### src/rtl/bus_master_port_if.sv
// Local command/response handshake and serial system-bus signals of one bus master port.
interface bus_master_port_if #(
  parameter int unsigned ADDR_WIDTH = 12,
  parameter int unsigned DATA_WIDTH = 8
) ();
  logic                  req_valid;
  logic                  req_ready;
  logic                  req_write;
  logic [ADDR_WIDTH-1:0] req_addr;
  logic [DATA_WIDTH-1:0] req_wdata;
  logic                  rsp_valid;
  logic                  rsp_err;
  logic [DATA_WIDTH-1:0] rsp_rdata;
  logic                  BREQ;
  logic                  BGRANT;
  logic                  m_mode;
  logic                  m_addr;
  logic                  m_addr_valid;
  logic                  m_wdata;
  logic                  m_wdata_valid;
  logic                  m_rdata;
  logic                  m_rdata_valid;

  modport master (
    input  req_valid, req_write, req_addr, req_wdata, BGRANT, m_rdata, m_rdata_valid,
    output req_ready, rsp_valid, rsp_err, rsp_rdata, BREQ, m_mode,
           m_addr, m_addr_valid, m_wdata, m_wdata_valid
  );

  modport slave (
    output req_valid, req_write, req_addr, req_wdata, BGRANT, m_rdata, m_rdata_valid,
    input  req_ready, rsp_valid, rsp_err, rsp_rdata, BREQ, m_mode,
           m_addr, m_addr_valid, m_wdata, m_wdata_valid
  );
endinterface

### src/rtl/bus_master_port.sv
// Bit-serial system-bus master port: takes one local command, requests the bus,
// shifts address/write data out LSB first or collects serial read data, then
// returns a one-cycle response. Optional read-wait timeout: BUS_MASTER_TIMEOUT_EN.
module bus_master_port #(
  parameter int unsigned ADDR_WIDTH     = 12,
  parameter int unsigned DATA_WIDTH     = 8,
  parameter int unsigned TIMEOUT_CYCLES = 16
) (
  input logic               clk,
  input logic               rstn,
  bus_master_port_if.master bus
);
  localparam int unsigned MAX_W = (ADDR_WIDTH > DATA_WIDTH) ? ADDR_WIDTH : DATA_WIDTH;
  localparam int unsigned CNT_W = $clog2(MAX_W + 1);
  localparam logic [CNT_W-1:0] ADDR_LAST = CNT_W'(ADDR_WIDTH - 1);
  localparam logic [CNT_W-1:0] DATA_LAST = CNT_W'(DATA_WIDTH - 1);

  typedef enum logic [2:0] {
    IDLE,
    REQ,
    ADDR,
    WDATA,
    RWAIT,
    DONE
  } state_t;

  state_t                state;
  logic [CNT_W-1:0]      bit_cnt;
  logic                  write_reg;
  logic [ADDR_WIDTH-1:0] addr_sh;
  logic [DATA_WIDTH-1:0] wdata_sh;
  // Holds the read bits received so far; the final bit completes the word.
  logic [DATA_WIDTH-2:0] rdata_sh;
  logic [DATA_WIDTH-1:0] rdata_full_c;
  logic                  end_c;
  logic                  end_err_c;

`ifdef BUS_MASTER_TIMEOUT_EN
  localparam int unsigned TO_W = $clog2(TIMEOUT_CYCLES + 1);
  localparam logic [TO_W-1:0] TO_LAST = TO_W'(TIMEOUT_CYCLES - 1);
  logic [TO_W-1:0] idle_cnt;

  // Consecutive read-wait cycles without a valid data bit.
  always_ff @(posedge clk) begin
    if (!rstn || state != RWAIT || bus.m_rdata_valid) begin
      idle_cnt <= '0;
    end else begin
      idle_cnt <= idle_cnt + TO_W'(1);
    end
  end
`endif

  if (ADDR_WIDTH < 2 || DATA_WIDTH < 2 || TIMEOUT_CYCLES < 1) begin : g_param_check
    $error("bus_master_port: unsupported parameter values");
  end

  // Decide whether the bus phase ends this cycle and whether it ends in error.
  always_comb begin
    end_c        = 1'b0;
    end_err_c    = 1'b0;
    rdata_full_c = {bus.m_rdata, rdata_sh};
    case (state)
      ADDR: begin
        if (!bus.BGRANT) begin
          end_c     = 1'b1;
          end_err_c = 1'b1;
        end
      end
      WDATA: begin
        if (!bus.BGRANT) begin
          end_c     = 1'b1;
          end_err_c = 1'b1;
        end else if (bit_cnt == DATA_LAST) begin
          end_c = 1'b1;
        end
      end
      RWAIT: begin
        if (!bus.BGRANT) begin
          end_c     = 1'b1;
          end_err_c = 1'b1;
        end else if (bus.m_rdata_valid && bit_cnt == DATA_LAST) begin
          end_c = 1'b1;
        end
`ifdef BUS_MASTER_TIMEOUT_EN
        else if (!bus.m_rdata_valid && idle_cnt == TO_LAST) begin
          end_c     = 1'b1;
          end_err_c = 1'b1;
        end
`endif
      end
      default: ;
    endcase
  end

  // Command acceptance, serial sequencing and response generation.
  always_ff @(posedge clk) begin
    if (!rstn) begin
      state             <= IDLE;
      bit_cnt           <= '0;
      write_reg         <= 1'b0;
      addr_sh           <= '0;
      wdata_sh          <= '0;
      rdata_sh          <= '0;
      bus.req_ready     <= 1'b1;
      bus.rsp_valid     <= 1'b0;
      bus.rsp_err       <= 1'b0;
      bus.rsp_rdata     <= '0;
      bus.BREQ          <= 1'b0;
      bus.m_mode        <= 1'b0;
      bus.m_addr        <= 1'b0;
      bus.m_addr_valid  <= 1'b0;
      bus.m_wdata       <= 1'b0;
      bus.m_wdata_valid <= 1'b0;
    end else if (end_c) begin
      state             <= DONE;
      bit_cnt           <= '0;
      addr_sh           <= '0;
      wdata_sh          <= '0;
      rdata_sh          <= '0;
      bus.BREQ          <= 1'b0;
      bus.m_mode        <= 1'b0;
      bus.m_addr        <= 1'b0;
      bus.m_addr_valid  <= 1'b0;
      bus.m_wdata       <= 1'b0;
      bus.m_wdata_valid <= 1'b0;
      bus.rsp_valid     <= 1'b1;
      bus.rsp_err       <= end_err_c;
      bus.rsp_rdata     <= (!end_err_c && state == RWAIT) ? rdata_full_c : '0;
    end else begin
      case (state)
        IDLE: begin
          if (bus.req_valid) begin
            state         <= REQ;
            write_reg     <= bus.req_write;
            addr_sh       <= bus.req_addr;
            wdata_sh      <= bus.req_wdata;
            bus.req_ready <= 1'b0;
            bus.BREQ      <= 1'b1;
            bus.m_mode    <= bus.req_write;
          end
        end
        REQ: begin
          if (bus.BGRANT) begin
            state            <= ADDR;
            bit_cnt          <= '0;
            bus.m_addr_valid <= 1'b1;
            bus.m_addr       <= addr_sh[0];
            addr_sh          <= addr_sh >> 1;
          end
        end
        ADDR: begin
          if (bit_cnt == ADDR_LAST) begin
            bit_cnt          <= '0;
            bus.m_addr_valid <= 1'b0;
            bus.m_addr       <= 1'b0;
            if (write_reg) begin
              state             <= WDATA;
              bus.m_wdata_valid <= 1'b1;
              bus.m_wdata       <= wdata_sh[0];
              wdata_sh          <= wdata_sh >> 1;
            end else begin
              state <= RWAIT;
            end
          end else begin
            bit_cnt    <= bit_cnt + CNT_W'(1);
            bus.m_addr <= addr_sh[0];
            addr_sh    <= addr_sh >> 1;
          end
        end
        WDATA: begin
          bit_cnt     <= bit_cnt + CNT_W'(1);
          bus.m_wdata <= wdata_sh[0];
          wdata_sh    <= wdata_sh >> 1;
        end
        RWAIT: begin
          if (bus.m_rdata_valid) begin
            rdata_sh <= rdata_full_c[DATA_WIDTH-1:1];
            bit_cnt  <= bit_cnt + CNT_W'(1);
          end
        end
        DONE: begin
          state         <= IDLE;
          bus.rsp_valid <= 1'b0;
          bus.rsp_err   <= 1'b0;
          bus.rsp_rdata <= '0;
          bus.req_ready <= 1'b1;
        end
        default: state <= IDLE;
      endcase
    end
  end
endmodule

### src/flat_wrapper.sv
// flat-port wrapper written by rule: the top's interface ports become plain ports
module bus_master_port_flat 
#(
  parameter int unsigned ADDR_WIDTH     = 12,
  parameter int unsigned DATA_WIDTH     = 8,
  parameter int unsigned TIMEOUT_CYCLES = 16
)
  (clk, rstn, bus_req_valid, bus_req_write, bus_req_addr, bus_req_wdata, bus_BGRANT, bus_m_rdata, bus_m_rdata_valid, bus_req_ready, bus_rsp_valid, bus_rsp_err, bus_rsp_rdata, bus_BREQ, bus_m_mode, bus_m_addr, bus_m_addr_valid, bus_m_wdata, bus_m_wdata_valid);
  bus_master_port_if #(.ADDR_WIDTH(ADDR_WIDTH), .DATA_WIDTH(DATA_WIDTH)) bus_i ();
  input logic clk;
  input logic rstn;
  input wire logic [$bits(bus_i.req_valid)-1:0] bus_req_valid;
  input wire logic [$bits(bus_i.req_write)-1:0] bus_req_write;
  input wire logic [$bits(bus_i.req_addr)-1:0] bus_req_addr;
  input wire logic [$bits(bus_i.req_wdata)-1:0] bus_req_wdata;
  input wire logic [$bits(bus_i.BGRANT)-1:0] bus_BGRANT;
  input wire logic [$bits(bus_i.m_rdata)-1:0] bus_m_rdata;
  input wire logic [$bits(bus_i.m_rdata_valid)-1:0] bus_m_rdata_valid;
  output wire logic [$bits(bus_i.req_ready)-1:0] bus_req_ready;
  output wire logic [$bits(bus_i.rsp_valid)-1:0] bus_rsp_valid;
  output wire logic [$bits(bus_i.rsp_err)-1:0] bus_rsp_err;
  output wire logic [$bits(bus_i.rsp_rdata)-1:0] bus_rsp_rdata;
  output wire logic [$bits(bus_i.BREQ)-1:0] bus_BREQ;
  output wire logic [$bits(bus_i.m_mode)-1:0] bus_m_mode;
  output wire logic [$bits(bus_i.m_addr)-1:0] bus_m_addr;
  output wire logic [$bits(bus_i.m_addr_valid)-1:0] bus_m_addr_valid;
  output wire logic [$bits(bus_i.m_wdata)-1:0] bus_m_wdata;
  output wire logic [$bits(bus_i.m_wdata_valid)-1:0] bus_m_wdata_valid;
  assign bus_i.req_valid = bus_req_valid;
  assign bus_i.req_write = bus_req_write;
  assign bus_i.req_addr = bus_req_addr;
  assign bus_i.req_wdata = bus_req_wdata;
  assign bus_i.BGRANT = bus_BGRANT;
  assign bus_i.m_rdata = bus_m_rdata;
  assign bus_i.m_rdata_valid = bus_m_rdata_valid;
  assign bus_req_ready = bus_i.req_ready;
  assign bus_rsp_valid = bus_i.rsp_valid;
  assign bus_rsp_err = bus_i.rsp_err;
  assign bus_rsp_rdata = bus_i.rsp_rdata;
  assign bus_BREQ = bus_i.BREQ;
  assign bus_m_mode = bus_i.m_mode;
  assign bus_m_addr = bus_i.m_addr;
  assign bus_m_addr_valid = bus_i.m_addr_valid;
  assign bus_m_wdata = bus_i.m_wdata;
  assign bus_m_wdata_valid = bus_i.m_wdata_valid;
  bus_master_port #(.ADDR_WIDTH(ADDR_WIDTH), .DATA_WIDTH(DATA_WIDTH), .TIMEOUT_CYCLES(TIMEOUT_CYCLES)) u_core (.clk(clk), .rstn(rstn), .bus(bus_i));
endmodule
### config.mk
export PLATFORM = sky130hd
export DESIGN_NAME = bus_master_port_flat
export DESIGN_NICKNAME = d
export VERILOG_FILES = /design/src/rtl/bus_master_port_if.sv /design/src/rtl/bus_master_port.sv /design/src/flat_wrapper.sv
export SDC_FILE = /design/constraint.sdc
export NUM_CORES = 1
export LEC_CHECK = 0
export BUFFER_PORTS_ARGS = -buffer_cell sky130_fd_sc_hd__buf_2
export CORE_MARGIN = 1.5
export CORE_UTILIZATION = 29
export DETAILED_ROUTE_END_ITERATION = 8
export GPL_TIMING_DRIVEN = 0
export PLACE_DENSITY_LB_ADDON = 0.12
export SLEW_MARGIN = 25
export SYNTH_ARGS = -nofsm -noshare
export SYNTH_HDL_FRONTEND = slang
export SYNTH_SLANG_ARGS = --single-unit
### constraint.sdc
create_clock -name clk -period 3.8 [get_ports clk]
set_input_delay 0.76 -clock clk [delete_from_list [all_inputs] [get_ports clk]]
set_output_delay 0.76 -clock clk [all_outputs]
set_load 0.01 [all_outputs]
* Word-level counts from Yosys, hierarchy flattened
Cells that the tools add are included.
Word-level totals: output and inout port bits 17, register bits 52
Cells by class: reductions and logical operators 27, muxes and demuxes 42, equality and inequality tests 17, $add $sub $neg 1, bitwise gates (word level) 3
Operators by type and width (count):
- $mux W8 | 6
- $mux W12 | 3
- $pmux W12 S3 | 1
- $pmux W8 S3 | 1
- $reduce_and A3 Y1 | 6
- $mux W1 | 16
- $pmux W4 S4 | 1
- $reduce_and A4 Y1 | 4
- $mux W3 | 5
- $mux W4 | 3
- $pmux W3 S4 | 1
- $ne A2 B2 Y1 const B | 4
- $pmux W1 S2 | 4
- $reduce_bool A2 Y1 | 4
- $eq A3 B2 Y1 const B | 2
- $eq A3 B3 Y1 const B | 2
- $ne A2 B1 Y1 const B | 3
- $ne A3 B2 Y1 const B | 2
- $reduce_and A2 Y1 | 3
- $reduce_bool A3 Y1 | 2
- $add A4 B1 Y4 const B | 1
- $eq A4 B3 Y1 const B | 1
- $eq A4 B4 Y1 const B | 1
- $reduce_bool A4 Y1 | 1
- 9 further kinds | 13

* Longest topological paths before layout
depth after elaboration 7, mapped depth 7, gate-level depth less buffers 5

* Least setup slack after synthesis
Ideal clock, no wire load.
path kind input to register, from input bus_m_rdata_valid, to register u_core.wdata_sh[4], library setup time 0.079 ns, stages on the path 6, data arrival time 1.684 ns, path slack 2.037 ns, required time 3.721 ns, cells stage by stage nand4bb_1 > a21oi_1 > or3_1 > buf_4 > buf_6 > a211oi_2
Between the ends: word-level cells in the longest chain between the ends 5
Ends and longest elaborated chain:
- start, declared | line flat_wrapper.sv:18 | input wire logic [$bits(bus_i.m_rdata_valid)-1:0] bus_m_rdata_valid;
- $logic_and A1 B1 Y1 | line bus_master_port.sv:81 | end else if (bus.m_rdata_valid && bit_cnt == DATA_LAST) begin
- $mux W1 | line bus_master_port.sv:81
- $mux W1 | line bus_master_port.sv:78 | if (!bus.BGRANT) begin
- $pmux W1 S3 | line bus_master_port.sv:62 | case (state)
- $reduce_or A2 Y1 (no line)
- end signal, assigned | line bus_master_port.sv:136 | wdata_sh <= bus.req_wdata;
- end signal, assigned | line bus_master_port.sv:160 | wdata_sh <= wdata_sh >> 1;
- end signal, assigned | line bus_master_port.sv:173 | wdata_sh <= wdata_sh >> 1;
- end, declared | line bus_master_port.sv:31 | logic [DATA_WIDTH-1:0] wdata_sh;
No other way between the ends. A chain may end at the register's enable or synchronous reset.

* Worst setup path in the final report
from register u_core.bit_cnt[0], to register u_core.bit_cnt[3]
Between the ends: word-level cells in the longest chain between the ends 6, elaborated cells on any way between the ends 13
Ends and longest elaborated chain:
- start, declared | line bus_master_port.sv:28 | logic [CNT_W-1:0] bit_cnt;
- start signal, assigned | line bus_master_port.sv:165 | bit_cnt <= bit_cnt + CNT_W'(1);
- start signal, assigned | line bus_master_port.sv:171 | bit_cnt <= bit_cnt + CNT_W'(1);
- start signal, assigned | line bus_master_port.sv:178 | bit_cnt <= bit_cnt + CNT_W'(1);
- $eq A4 B3 Y1 | line bus_master_port.sv:73, bus_master_port.sv:81
- $logic_and A1 B1 Y1 | line bus_master_port.sv:81
- $mux W1 | line bus_master_port.sv:81
- $mux W1 | line bus_master_port.sv:78
- $pmux W1 S3 | line bus_master_port.sv:62
- $reduce_or A2 Y1 (no line)
Several ways; a longest one is shown, not always the timed one. The select of a mux whose other input is x is not followed.

==> Implementation_results.wiki <==
{| class="wikitable"
! Metric !! Value
|-
| Clock root buffer || sky130_fd_sc_hd__clkbuf_8
|-
| Setup slack on the worst flop-to-flop path || 1.62 ns
|-
| Leak || 1.06 nW
|-
| Path length in cells of the critical path || 5
|-
| Sum of net half-perimeters after detailed placement || 4.29 mm
|-
| CP delay by family, top || simple AND/OR/NAND/NOR gates
|-
| Maximum clock rate || 458 MHz
|-
| Post-CTS clock slew at the launch and capture registers of the worst setup and hold paths || 0.09 ns
|-
| Total negative slack for setup checks || 0 ns
|-
| Final design area excluding fillers || 2820 um2
|-
| Worst slack after detailed placement || 1.66 ns
|-
| DRC violations left || 0
|-
| Switching component of the power || 0.000367 W
|-
| Hold Vio Cnt, Final || 0
|-
| Number of storage elements in the synthesis netlist || 52
|-
| Primary FF master, synth || sky130_fd_sc_hd__dfxtp_1
|-
| Number of flip-flops in the largest register || 12
|-
| Type of element launching the critical path || register
|-
| RSZ-0062 raised after global routing || false
|-
| Largest net degree at the start of global routing || 15
|-
| Fraction of final layout cells sized beyond drive strength 1 || 0.247
|-
| Registers with the highest flip-flop counts || u_core.addr_sh (12), u_core.bus.rsp_rdata (8), u_core.wdata_sh (8)
|-
| Placed insts || 395
|-
| Relative max-transition margin || 0.505
|-
| Buffers inserted during post-CTS setup optimization || 0
|-
| Fin nets || 328
|-
| Final critical delay including setup and external delays || 2.18 ns
|-
| Warnings, synthesis || 0
|-
| CTS H-Tree Depth || 2
|-
| Layout-stage area growth over the synthesis result || 18.6%
|-
| Effective utilization at floorplan || 0.303
|-
| DR pass1 iterations || 4
|-
| Switching share of total power || 0.288
|-
| Number of cell rows || 32
|-
| Number of gates resized after CTS || 0
|-
| Start point of the critical path || u_core.bit_cnt[0]$_SDFFE_PP0P_
|-
| Vertical die dimension || 93.6 um
|-
| Overall die width || 93.6 um
|-
| Combinational group share of total power || 0.215
|-
| Final instance count without filler cells || 401
|-
| TritonCTS clock tree || done
|-
| DR WL/cell || 15.0 um
|-
| Avg Vias per Cell || 5.00
|-
| Clk pwr share || 0.293
|-
| Boundary pin count || 44
|-
| Max rail drop VDD || 0.156 mV
|-
| Part of the power in registers || 0.492
|-
| Worst Path Class, Setup || reg -> reg
|-
| Detailed router's first-iteration violation count || 62
|-
| Clock Skews || 0.00498 ns
|-
| Slew @ Worst Pin || 0.733 ns
|-
| Clock sink count || 52
|-
| Peak fanout along the critical path || 8
|-
| Critical Path End Type || register
|-
| DP Area || 2720 um2
|-
| Highest-delay cell along the critical path || sky130_fd_sc_hd__nor4bb_1
|-
| Sequential element share of the synthesized area || 0.438
|-
| Slowest stage delay, CP || 0.70 ns
|-
| Slack of the critical path || 1.62 ns
|-
| Vias || 2007
|-
| # setup viols final || 0
|-
| Share of the clock period used by the worst path after layout || 0.574
|-
| Worst reg2reg startpoint || u_core.bit_cnt[0]$_SDFFE_PP0P_
|-
| Area of the mapped netlist || 2380 um2
|-
| Max capacitance violation total || 0
|-
| Min-Delay Path Depth || 2
|-
| Critical path buffer and inverter count || 0
|-
| Pwr dens || 451 nW/um2
|-
| Clk_lat worst skew || 0.31 ns
|-
| Longest Clk Path Bufs || 2
|-
| Count of pins over their slew limit || 0
|-
| Final RePlAce weighted congestion || 0.822
|-
| Most frequent cells in the layout || sky130_fd_sc_hd__dfxtp_1, sky130_fd_sc_hd__buf_2, sky130_fd_sc_hd__a21oi_1
|-
| Pint || 0.000905 W
|-
| Hold_sp || u_core.rdata_sh[0]$_SDFFE_PP0P_
|-
| Number of antenna-violating nets in the routed design || 0
|-
| Final design utilization || 0.359
|-
| R2R cell count || 5
|-
| Synth cell types || 44
|-
| First-pass GRT wire length || 9.85 mm
|-
| Worst EP required || 3.98 ns
|-
| Hold Buf Count CTS || 0
|-
| Num CTS Buffers || 5
|-
| Area of the die || 8750 um2
|-
| Antenna cell count || 0
|-
| Register ranked first by flip-flop count || u_core.addr_sh
|-
| Result of the run || finished, final reports clean
|-
| Aggregate routed wire length || 6.03 mm
|-
| Antenna violations before repair || 0
|-
| Most common library cell in the layout ignoring fill and taps || sky130_fd_sc_hd__dfxtp_1
|-
| Arr. time, crit path || 2.36 ns
|-
| Total GRT Usage || 0.144
|-
| Number of global-route vias before repair || 1929
|-
| Syn_area_per_cell || 9.51 um2
|-
| Count of buffers from port buffering || 43
|-
| Crit path cell chain || ha_1, nor4bb_1, o21ai_1, a41oi_1, a311oi_1
|-
| Min-Delay Path Class || reg -> reg
|-
| Cells after Synth || 250
|-
| Number of enable flip-flop cells after synthesis || 0
|-
| Core area || 7850 um2
|-
| Aggregate global routing overflow || 0
|-
| Post-synthesis async set-or-reset flop share || 0
|-
| Number of nets produced by synthesis || 278
|}
[final cells by class]
class	instances	area, um2
clock buffer	5	68.8
sequential	52	1040
tap	102	128
buffer	17	113
timing repair buffer	43	215
multi-input combinational	176	1210
fill	864	5030
clock inverter	1	30.0
inverter	5	18.8
[kinds of logic after synthesis]
group | synth area share
multiplexers | 0.0884
AO/OA/AOI/OAI | 0.256
XOR/XNOR | 0.00368
buffers and inverters | 0.0552
AND/OR/NAND/NOR | 0.154
adder cells (fa/ha/maj) | 0.00526
flip-flops | 0.438
[synthesized netlist by cell type, types with 4 or more instances]
master,n,area share
sky130_fd_sc_hd__a211oi_1,7,0.022
sky130_fd_sc_hd__a21oi_1,32,0.067
sky130_fd_sc_hd__a22o_1,9,0.033
sky130_fd_sc_hd__a311oi_1,13,0.048
sky130_fd_sc_hd__buf_2,6,0.013
sky130_fd_sc_hd__buf_6,4,0.019
sky130_fd_sc_hd__clkbuf_1,4,0.0063
sky130_fd_sc_hd__dfxtp_1,52,0.44
sky130_fd_sc_hd__inv_1,4,0.0063
sky130_fd_sc_hd__mux2i_1,21,0.088
sky130_fd_sc_hd__nand2_1,23,0.036
sky130_fd_sc_hd__nand2b_1,5,0.013
sky130_fd_sc_hd__nand3b_1,6,0.019
sky130_fd_sc_hd__nor2_1,18,0.028
sky130_fd_sc_hd__o21ai_0,8,0.017
[tightest hold or removal path, delay by kind of cell (launching register included)]
| kind | cells | cell delay [ns] |
|---|---|---|
| and+or+nand+nor | 1 | 0.05 |
| DFF | 1 | 0.32 |
| AOI/OAI and AO/OA | 1 | 0.05 |
[power by group through the flow]
stage | registers [W] | logic (W) | clock network [W]
floorplan | 0.000633 | 0.000202 | 0
global placement | 0.000637 | 0.000277 | 0
detailed placement | 0.000637 | 0.000277 | 0
CTS | 0.000626 | 0.000278 | 0.000385
global route | 0.000631 | 0.000304 | 0.000404
finish | 0.000625 | 0.000274 | 0.000373
[per-layer routing]
layer	global-route usage	share of wire	vias to the layer above
li1	-	-	1025
met1	0.201	0.50	934
met2	0.219	0.44	40
met3	0.0309	0.039	8
met4	0.0448	0.013	0
met5	0	0	-
[through the flow]
stage / power (W) / hold WS [ns]
6_report: 0.00127 / 0.457
5_1_grt: 0.00134 / 0.496
4_1_cts: 0.00129 / 0.461
3_5_place_dp: 0.000915 / 0.448
3_3_place_gp: 0.000914 / 0.448
2_1_floorplan: 0.000835 / 0.435
[path summary, 6_finish.rpt]
kind,to
worst max-delay path,u_core.bit_cnt[3]$_SDFFE_PP0P_
worst min-delay path,u_core.rdata_sh[0]$_SDFFE_PP0P_
worst max register to register,u_core.bit_cnt[3]$_SDFFE_PP0P_
worst min register to register,u_core.rdata_sh[0]$_SDFFE_PP0P_
Note: power is estimated with default switching activity, not from simulation.
